### config.mk
export PLATFORM = sky130hd
export DESIGN_NAME = conv3x3_window_ctrl
export DESIGN_NICKNAME = d
export VERILOG_FILES = /design/src/rtl/conv_pkg.sv /design/src/rtl/raster_counter.sv /design/src/rtl/conv3x3_window_ctrl.sv
export SDC_FILE = /design/constraint.sdc
export NUM_CORES = 1
export LEC_CHECK = 0
export BUFFER_PORTS_ARGS = -buffer_cell sky130_fd_sc_hd__buf_2
export CAP_MARGIN = 10
export CORE_ASPECT_RATIO = 0.8
export CORE_MARGIN = 2
export CORE_UTILIZATION = 59
export DETAILED_ROUTE_END_ITERATION = 10
export GPL_TIMING_DRIVEN = 0
export PLACE_DENSITY = 0.81
export SYNTH_ARGS = -nofsm -noshare
export SYNTH_HDL_FRONTEND = slang
export SYNTH_HIERARCHICAL = 1
export SYNTH_SLANG_ARGS = --single-unit
### constraint.sdc
create_clock -name clk -period 2.5 [get_ports clk]
set_input_delay 0.125 -clock clk [delete_from_list [all_inputs] [get_ports clk]]
set_output_delay 0.125 -clock clk [all_outputs]
set_load 0.1 [all_outputs]
### src/rtl/conv_pkg.sv
// Shared definitions for the 3x3 window controller: FSM state encoding and kernel geometry.
package conv_pkg;

   typedef enum logic [1:0] {
      IDLE  = 2'd0,
      RUN   = 2'd1,
      DRAIN = 2'd2
   } state_e;

   localparam int unsigned KERNEL_SIZE = 3;
   localparam int unsigned KERNEL_HALF = 1;

endpackage

### src/rtl/raster_counter.sv
// Raster-order column/row counter for one frame; flags the final pixel position.
module raster_counter
   import conv_pkg::*;
#(
   parameter int unsigned IMG_WIDHT  = 220,
   parameter int unsigned IMG_HEIGHT = 220,
   parameter int unsigned CNT_W      = 16
) (
   input  logic             clk,
   input  logic             rst,
   input  logic             en,
   input  logic             clr,
   input  logic             abort,
   output logic [CNT_W-1:0] row,
   output logic [CNT_W-1:0] col,
   output logic             last
);

   localparam logic [CNT_W-1:0] ColMax = CNT_W'(IMG_WIDHT - 1);
   localparam logic [CNT_W-1:0] RowMax = CNT_W'(IMG_HEIGHT - 1);

   assign last = (row == RowMax) && (col == ColMax);

   // The row never wraps: after the last pixel the counter parks until cleared.
   always_ff @(posedge clk or negedge rst) begin
      if (!rst) begin
         row <= '0;
         col <= '0;
      end else if (abort || clr) begin
         row <= '0;
         col <= '0;
      end else if (en && !last) begin
         if (col == ColMax) begin
            col <= '0;
            row <= row + CNT_W'(1);
         end else begin
            col <= col + CNT_W'(1);
         end
      end
   end

endmodule

### src/rtl/conv3x3_window_ctrl.sv
// Sequencing controller for a 3x3 window generator: accept/shift control, window qualification,
// centre coordinates and frame completion. Define CONV_STRIDE2_EN for stride-2 window output.
module conv3x3_window_ctrl
   import conv_pkg::*;
#(
   parameter int unsigned IMG_WIDHT  = 220,
   parameter int unsigned IMG_HEIGHT = 220,
   parameter int unsigned CNT_W      = 16
) (
   input  logic             clk,
   input  logic             rst,
   input  logic             start,
   input  logic             abort,
   input  logic             s_valid,
   output logic             s_ready,
   output logic             shift_en,
   input  logic             m_ready,
   output logic             win_valid,
   output logic [CNT_W-1:0] win_row,
   output logic [CNT_W-1:0] win_col,
   output logic [CNT_W-1:0] win_cnt,
   output logic             busy,
   output logic             frame_done
);

   localparam logic [CNT_W-1:0] EdgeMin = CNT_W'(KERNEL_SIZE - 1);

   state_e           state;
   logic [CNT_W-1:0] row;
   logic [CNT_W-1:0] col;
   logic             last;
   logic             consume;
   logic             clr;
   logic             qualify;
   logic [CNT_W-1:0] nxt_row;
   logic [CNT_W-1:0] nxt_col;

   assign consume  = win_valid && m_ready;
   // A held window freezes the taps, so no pixel may shift in until it is taken.
   assign s_ready  = (state == RUN) && (!win_valid || m_ready);
   assign shift_en = s_valid && s_ready;
   assign busy     = (state == RUN) || (state == DRAIN);
   assign clr      = (state == IDLE) && start;

   raster_counter #(
      .IMG_WIDHT  (IMG_WIDHT),
      .IMG_HEIGHT (IMG_HEIGHT),
      .CNT_W      (CNT_W)
   ) u_raster_counter (
      .clk   (clk),
      .rst   (rst),
      .en    (shift_en),
      .clr   (clr),
      .abort (abort),
      .row   (row),
      .col   (col),
      .last  (last)
   );

`ifdef CONV_STRIDE2_EN
   logic [CNT_W-1:0] row_off;
   logic [CNT_W-1:0] col_off;

   always_comb begin
      row_off = row - EdgeMin;
      col_off = col - EdgeMin;
      qualify = (row >= EdgeMin) && (col >= EdgeMin) && !row_off[0] && !col_off[0];
      nxt_row = row_off >> 1;
      nxt_col = col_off >> 1;
   end
`else
   // Pixels in the first two rows/columns would complete windows that straddle a row wrap
   // or hold stale taps from the previous frame.
   always_comb begin
      qualify = (row >= EdgeMin) && (col >= EdgeMin);
      nxt_row = row - CNT_W'(KERNEL_HALF);
      nxt_col = col - CNT_W'(KERNEL_HALF);
   end
`endif

   always_ff @(posedge clk or negedge rst) begin
      if (!rst) begin
         state      <= IDLE;
         win_valid  <= 1'b0;
         win_row    <= '0;
         win_col    <= '0;
         win_cnt    <= '0;
         frame_done <= 1'b0;
      end else begin
         frame_done <= 1'b0;
         if (abort) begin
            state     <= IDLE;
            win_valid <= 1'b0;
            win_row   <= '0;
            win_col   <= '0;
            win_cnt   <= '0;
         end else begin
            if (consume) begin
               win_cnt <= win_cnt + CNT_W'(1);
            end

            if (shift_en) begin
               win_valid <= qualify;
               if (qualify) begin
                  win_row <= nxt_row;
                  win_col <= nxt_col;
               end
            end else if (consume) begin
               win_valid <= 1'b0;
            end

            unique case (state)
               IDLE: begin
                  if (start) begin
                     state   <= RUN;
                     win_cnt <= '0;
                  end
               end
               RUN: begin
                  if (shift_en && last) begin
                     state <= DRAIN;
                  end
               end
               DRAIN: begin
                  if (!win_valid || m_ready) begin
                     state      <= IDLE;
                     frame_done <= 1'b1;
                  end
               end
               default: state <= IDLE;
            endcase
         end
      end
   end

endmodule

# Word-level counts from Yosys, hierarchy flattened
# Cells that the tools add are included.
# W data, S select, Z words.
word_totals:
  regBits: 84
  input_bits: 6
classes:
  add_sub_neg: 5
  order_cmp: 2
  n_eq_ne: 7
  mux: 27
  n_reduce_logical: 22
op_table:
  columns: ["cell", "n"]
  rows:
  - ["$mux W16", 16]
  - ["$add A16 B1 Y16 const B", 3]
  - ["$eq A16 B8 Y1 const B", 2]
  - ["$ge A16 B2 Y1 const B", 2]
  - ["$sub A16 B1 Y16 const B", 2]
  - ["$logic_and A1 B1 Y1", 8]
  - ["$mux W2", 4]
  - ["$reduce_bool A2 Y1", 4]
  - ["$mux W1", 6]
  - ["$ne A3 B2 Y1 const B", 2]
  - ["$pmux W2 S3", 1]
  - ["$reduce_and A2 Y1", 2]
  - ["$logic_or A1 B1 Y1", 3]
  - ["$ne A3 B3 Y1 const B", 1]
  - ["$reduce_and A3 Y1", 1]
  - ["$reduce_bool A3 Y1", 1]
  - ["$eq A2 B1 Y1 const B", 1]
  - ["$eq A2 B2 Y1 const B", 1]
  - ["$logic_not A1 Y1", 2]
  - ["$logic_not A2 Y1", 1]

# Depth between registers and ports, before layout
logic_depth:
  ltp_word: 8
  ltp_mapped: 9

# Modules after synthesis
# The synthesis kept the hierarchy.
by_module_without_submodules:
  columns: ["mod", "n_inst", "cells_each", "area_each_um2", "seq_area_each_um2"]
  rows:
  - ["conv3x3_window_ctrl", 1, 311, 3115.5, 1301.2]
  - ["raster_counter", 1, 201, 1848.0, 800.8]

# Worst setup path after synthesis
# No wires, ideal clock.
synth_path:
  path_type: "flip-flop to flip-flop"
  start: "register win_valid"
  end: "register u_raster_counter.col[13]"
  setup_time_ns: 0.120
  arrival_time_ns: 3.185
  required_ns: 2.380
  slack_ns: -0.805
  stages_incl_launch_ff: 9
  path_buffers: 1
  synth_period_minus_slack_ns: 3.305
  cell_sequence: "dfrtp_1 -> nand2b_1 -> and3_1 -> buf_4 -> inv_1 -> nor4_1 -> nand4_1 -> xnor2_1 -> and3_1"
synth_between:
  elab_chain_cells: 6
synth_rtl:
  columns: ["element", "line", "source"]
  rows:
  - ["from (decl)", "conv3x3_window_ctrl.sv:18", "output logic win_valid,"]
  - ["from (signal assigned)", "conv3x3_window_ctrl.sv:103", "win_valid <= qualify;"]
  - ["$logic_not A1 Y1", "conv3x3_window_ctrl.sv:40", "assign s_ready = (state == RUN) && (!win_valid || m_ready);"]
  - ["$logic_or A1 B1 Y1", "conv3x3_window_ctrl.sv:40", null]
  - ["$logic_and A1 B1 Y1", "conv3x3_window_ctrl.sv:40", null]
  - ["$logic_and A1 B1 Y1", "conv3x3_window_ctrl.sv:41", "assign shift_en = s_valid && s_ready;"]
  - ["via shift_en", "conv3x3_window_ctrl.sv:16", "output logic shift_en,"]
  - ["$logic_and A1 B1 Y1", "raster_counter.sv:32", "end else if (en && !last) begin"]
  - ["$reduce_bool A2 Y1 (no line)", null, null]
  - ["to (signal assigned)", "raster_counter.sv:37", "col <= col + CNT_W'(1);"]
  - ["to (decl)", "raster_counter.sv:15", "output logic [CNT_W-1:0] col,"]
# The timed path passes the listed nets, and every way through them passes these cells.
# A chain may end at the register's enable or synchronous reset.

# Worst setup path in the final report
layout_path:
  start: "register u_raster_counter.col[2]"
  end: "register win_col[2]"
layout_between:
  elab_chain_cells: 4
  elab_cells_between_ends: 8
  classes_between: "add/sub (1); order compare (1); mux (3); reduce/logical (3)"
layout_rtl:
  columns: ["element", "line", "source"]
  rows:
  - ["$sub A16 B1 Y16 or $ge A16 B2 Y1 (tied branches)", "conv3x3_window_ctrl.sv:77, conv3x3_window_ctrl.sv:75", null]
  - ["$mux W16 or $logic_and A1 B1 Y1 (tied branches)", "conv3x3_window_ctrl.sv:104, conv3x3_window_ctrl.sv:75", null]
  - ["$mux W16 or $reduce_bool A2 Y1 (tied branches)", null, null]
  - ["$mux W16 or $reduce_and A2 Y1 (tied branches)", null, null]
  - ["to (signal assigned)", "conv3x3_window_ctrl.sv:106", "win_col <= nxt_col;"]
  - ["to (decl)", "conv3x3_window_ctrl.sv:20", "output logic [CNT_W-1:0] win_col,"]
# Parallel ways exist; a longest one is shown, timed or not. The select of a mux whose other input is x is not followed.

==> metrics.txt <==
# TYPE chip_impl_metric gauge
chip_impl_info{name="cts.root.buffer_cell",value="clkbuf_8"} 1
chip_impl_metric{name="final_slew_violations",unit=""} 0
chip_impl_metric{name="post_synth_num_cell_types",unit=""} 58
chip_impl_metric{name="grt_resource_usage_total",unit="%"} 27.9
chip_impl_metric{name="async_reset_ff_share",unit="%"} 100
chip_impl_metric{name="max_slew.worst_pin.slew",unit="ns"} 0.755
chip_impl_metric{name="fp.dieArea",unit="mm²"} 0.00917
chip_impl_metric{name="drt-initial-drc-count",unit=""} 487
chip_impl_metric{name="finalCriticalPeriod",unit="ns"} 2.40
chip_impl_metric{name="syn_avg_cell_area",unit="µm²"} 9.69
chip_impl_metric{name="clk-insertion-delay-late",unit="ns"} 0.37
chip_impl_metric{name="die_w",unit="µm"} 107
chip_impl_metric{name="setup_tns",unit="ns"} 0
chip_impl_metric{name="timing.critical_path.fanout_max",unit=""} 10
chip_impl_info{name="criticalPathCategory",value="reg2reg"} 1
chip_impl_metric{name="antenna_left",unit=""} 0
chip_impl_metric{name="syn_inst",unit=""} 512
chip_impl_metric{name="sequential_cell_area",unit="mm²"} 0.00211
chip_impl_metric{name="worstPathBufferInverterCount",unit=""} 2
chip_impl_metric{name="timing.final.hold_violations",unit=""} 0
chip_impl_metric{name="synth_edf_count",unit=""} 0
chip_impl_metric{name="area_growth_synth_to_finish",unit="%"} 14.3
chip_impl_metric{name="grt_first_pass_wirelength",unit="µm"} 20200
chip_impl_info{name="regToRegEndpoint",value="win_col[2]$_DFFE_PN0P_"} 1
chip_impl_metric{name="worst_clk_skew",unit="ns"} 0.0198
chip_impl_metric{name="timing.slew.headroom",unit="%"} 49.7
chip_impl_metric{name="route.final.wire_length",unit="µm"} 12600
chip_impl_metric{name="cts_sinks",unit=""} 84
chip_impl_metric{name="maxClockFrequency",unit="MHz"} 417
chip_impl_metric{name="multi_input_area",unit="mm²"} 0.00268
chip_impl_metric{name="fin_crit_sh",unit="%"} 95.8
chip_impl_info{name="crit-reg2reg-launch",value="u_raster_counter/col[2]$_DFFE_PN0P_"} 1
chip_impl_metric{name="numCtsBuffers",unit=""} 9
chip_impl_metric{name="numPlacedInstances",unit=""} 679
chip_impl_metric{name="mappedNetlistArea",unit="mm²"} 0.00496
chip_impl_metric{name="1st_pass_router_iterations",unit=""} 5
chip_impl_metric{name="largest_net_degree_at_the_start_of_global_routing",unit=""} 44
chip_impl_info{name="end_kind",value="register"} 1
chip_impl_metric{name="floorplan.io_pins",unit=""} 59
chip_impl_metric{name="final_nets",unit=""} 602
chip_impl_info{name="run_status",value="finished clean"} 1
chip_impl_metric{name="cellPowerDensity",unit="mW/mm²"} 464
chip_impl_metric{name="final_weighted_congestion_of_routability_driven_global_placement",unit=""} 0.907
chip_impl_info{name="cp_cell_sequence",value="nor4_4, nand4_2, or4_1, buf_2, buf_6, a21oi_2, a211oi_2"} 1
chip_impl_metric{name="layout-drive-gt1-share",unit="%"} 23.4
chip_impl_metric{name="cap_violations",unit=""} 0
chip_impl_info{name="slowest_stage",value="dfrtp_1"} 1
chip_impl_metric{name="num_rows",unit=""} 29
chip_impl_metric{name="finalSetupViolations",unit=""} 0
chip_impl_info{name="critical-path-top-delay-family",value="simple AND/OR/NAND/NOR gates"} 1
chip_impl_info{name="capture_point_of_the_worst_path",value="win_col[2]$_DFFE_PN0P_"} 1
chip_impl_metric{name="starting_utilization_of_the_core_area",unit="%"} 61.6
chip_impl_metric{name="cts.htree.levels",unit=""} 3
chip_impl_metric{name="rrSetupSlack",unit="ns"} 0.10
chip_impl_info{name="setup.worst_path.start_class",value="register"} 1
chip_impl_metric{name="drt-vias-per-instance",unit=""} 6.30
chip_impl_metric{name="timing.critical_path.depth",unit=""} 7
chip_impl_metric{name="final_cell_count_no_fill",unit=""} 699
chip_impl_metric{name="setup_ws",unit="ns"} 0.104
chip_impl_metric{name="post-place-ws",unit="ns"} 0.0351
chip_impl_metric{name="post-dp-hpwl",unit="µm"} 8890
chip_impl_metric{name="antenna_found_initial",unit=""} 0
chip_impl_metric{name="coreArea",unit="mm²"} 0.00806
chip_impl_metric{name="cellLeakagePower",unit="nW"} 2.60
chip_impl_metric{name="num-fill-cells",unit=""} 627
chip_impl_metric{name="placed_cell_area",unit="mm²"} 0.00543
chip_impl_metric{name="antenna_cells_inserted",unit=""} 0
chip_impl_metric{name="port_buffers",unit=""} 58
chip_impl_metric{name="yosys_warnings",unit=""} 6
chip_impl_metric{name="final_design_area_excluding_fillers",unit="mm²"} 0.00567
chip_impl_metric{name="gr-total-overflow",unit=""} 0
chip_impl_metric{name="drc",unit=""} 0
chip_impl_metric{name="first_global_vias",unit=""} 4130
chip_impl_info{name="worst_hold_path_type",value="in2reg"} 1
chip_impl_metric{name="synth.ff_latch_count",unit=""} 84
chip_impl_metric{name="max-clock-path-buffers",unit=""} 2
chip_impl_metric{name="clk_pin_slew_worst_setup_hold_paths",unit="ns"} 0.09
chip_impl_info{name="startpoint",value="u_raster_counter/col[2]$_DFFE_PN0P_"} 1
chip_impl_metric{name="syn-num-nets",unit=""} 528
chip_impl_metric{name="wire_per_inst",unit="µm"} 18.0
chip_impl_metric{name="sequential_cell_area_fraction_in_the_yosys_report",unit="%"} 42.3
chip_impl_info{name="ys_dominant_reg_cell",value="dfrtp_1"} 1
chip_impl_metric{name="max-vdd-ir-drop",unit="V"} 0.000297
chip_impl_metric{name="critPathMaxStageDelay",unit="ns"} 0.51
chip_impl_metric{name="required",unit="ns"} 2.72
chip_impl_metric{name="num_vias",unit=""} 4406
chip_impl_info{name="cts_tree",value="yes"} 1
chip_impl_metric{name="chipHeight",unit="µm"} 86.0
chip_impl_metric{name="r2r.worst_path.cells",unit=""} 7
chip_impl_metric{name="cp_data_arrival_time",unit="ns"} 2.61
[tightest hold or removal path: stages]
cell and delay [ns]:
buf_2 0.12, a31oi_1 0.15, nor3_1 0.06
[per-stage QoR]
stage | hold WS, ns | power, W | utilization [%]
2_1_floorplan | -0.171 | 0.00159 | -
3_3_place_gp | 0.472 | 0.00166 | 67.1
3_5_place_dp | 0.148 | 0.00168 | 67.4
4_1_cts | 0.103 | 0.00264 | 69.9
5_1_grt | 0.134 | 0.00271 | 70.4
6_report | 0.124 | 0.00263 | 70.4
[synth_stat cells, types with 2 or more instances]
cell type	instances	area, µm²
nand2_1	30	113
xor2_1	20	175
a31oi_1	2	12.5
and3_1	9	56.3
a211oi_2	20	250
ha_1	10	125
buf_6	8	90.1
nand2b_1	5	31.3
a21oi_2	10	87.6
o31ai_1	4	30.0
nand4_1	14	87.6
nor2b_1	4	25.0
nand4_2	3	37.5
a311oi_1	2	17.5
and2_1	2	12.5
o21ai_0	20	100
nor4_4	3	63.8
inv_1	16	60.1
nor2_1	44	165
o211ai_1	2	15.0
or2_2	2	12.5
mux2i_1	5	50.1
or3_1	16	100
nor3_1	14	70.1
and4_1	4	35.0
a21oi_1	36	180
or4_1	9	67.6
xnor2_1	22	193
a22o_1	4	35.0
nor3b_1	2	15.0
nand3_1	36	180
clkbuf_1	9	33.8
nor4_1	9	56.3
nand4b_1	2	17.5
dfrtp_1	84	2100
buf_2	3	15.0
a211oi_1	6	45.0
[report_power, final]
part / switching [W] / leakage [nW] / total, W / internal [W]
combinational: 0.000222 / 1.33 / 0.000288 / 0.0000653
sequential: 0.00000625 / 1.17 / 0.00137 / 0.00136
clock: 0.000485 / 0.100 / 0.000973 / 0.000488
total: 0.000713 / 2.60 / 0.00263 / 0.00192
[sequential cells by signal (all words and copies together), names as in the netlist]
name / flops
u_raster_counter/col: 16
u_raster_counter/row: 16
win_cnt: 16
win_col: 16
win_row: 16
state: 2
frame_done: 1
win_valid: 1
[worst min path at each step]
stage                from              endpoint  slack, ns  cells past startpoint
CTS                 start  state[0]$_DFFE_PN0P_       0.10                      3
floorplan             rst  frame_done$_DFF_PN0_      -0.17                      0
detailed placement    rst  win_cnt[4]$_DFF_PN0_       0.15                      1
global placement    start  state[0]$_DFFE_PN0P_       0.47                      3
global route        start  state[0]$_DFFE_PN0P_       0.13                      3
finish              start  state[0]$_DFFE_PN0P_       0.12                      3
[final cells by class]
| cell class | count | share of cell area [%] |
|---|---|---|
| buffer | 22 | 2.65 |
| timing repair buffer | 63 | 6.09 |
| clock buffer | 12 | 2.56 |
| tap | 108 | 2.38 |
| inverter | 16 | 1.06 |
| multi-input combinational | 390 | 47.3 |
| clock inverter | 4 | 0.860 |
| sequential | 84 | 37.1 |
[kinds of logic (layout without fill, tap and decap cells)]
| family | count (synthesis) | count (layout) | synth area share, % |
|---|---|---|---|
| xor+xnor | 42 | 42 | 7.41 |
| buf+inv | 38 | 117 | 4.23 |
| compound gates | 116 | 116 | 17.4 |
| fa+ha+maj | 10 | 10 | 2.52 |
| mux | 5 | 5 | 1.01 |
| simple gates | 217 | 217 | 25.1 |
| flops | 84 | 84 | 42.3 |
[metal layers]
layer	wire [µm]	track usage, %
met1	5570	40.1
met2	5720	43.4
met3	1030	6.00
met4	227	7.20
met5	0	0
[placed cells by master (no fill, tap or decap), types with 3 or more instances in the layout]
cell type,n
a211oi_1,6
a211oi_2,20
a21oi_1,36
a21oi_2,10
a22o_1,4
and3_1,8
and4_1,4
buf_2,60
buf_4,5
buf_6,8
clkbuf_1,11
clkbuf_8,10
dfrtp_1,82
ha_1,10
inv_1,16
mux2i_1,5
nand2_1,30
nand2b_1,5
nand3_1,36
nand4_1,14
nand4_2,3
nor2_1,42
nor2b_1,4
nor3_1,14
nor4_1,8
nor4_4,4
o21ai_0,19
o31ai_1,4
or3_1,16
or4_1,9
xnor2_1,22
xor2_1,20
[timing repair]
action / CTS / global route
resized for setup: 0 / 6
buffers inserted: 0 / 3
setup endpoints to repair: 0 / 15
endpoints found under the hold margin: 41 / 0
hold buffers: 1 / 0
Note: power is estimated with default switching activity, not from simulation.
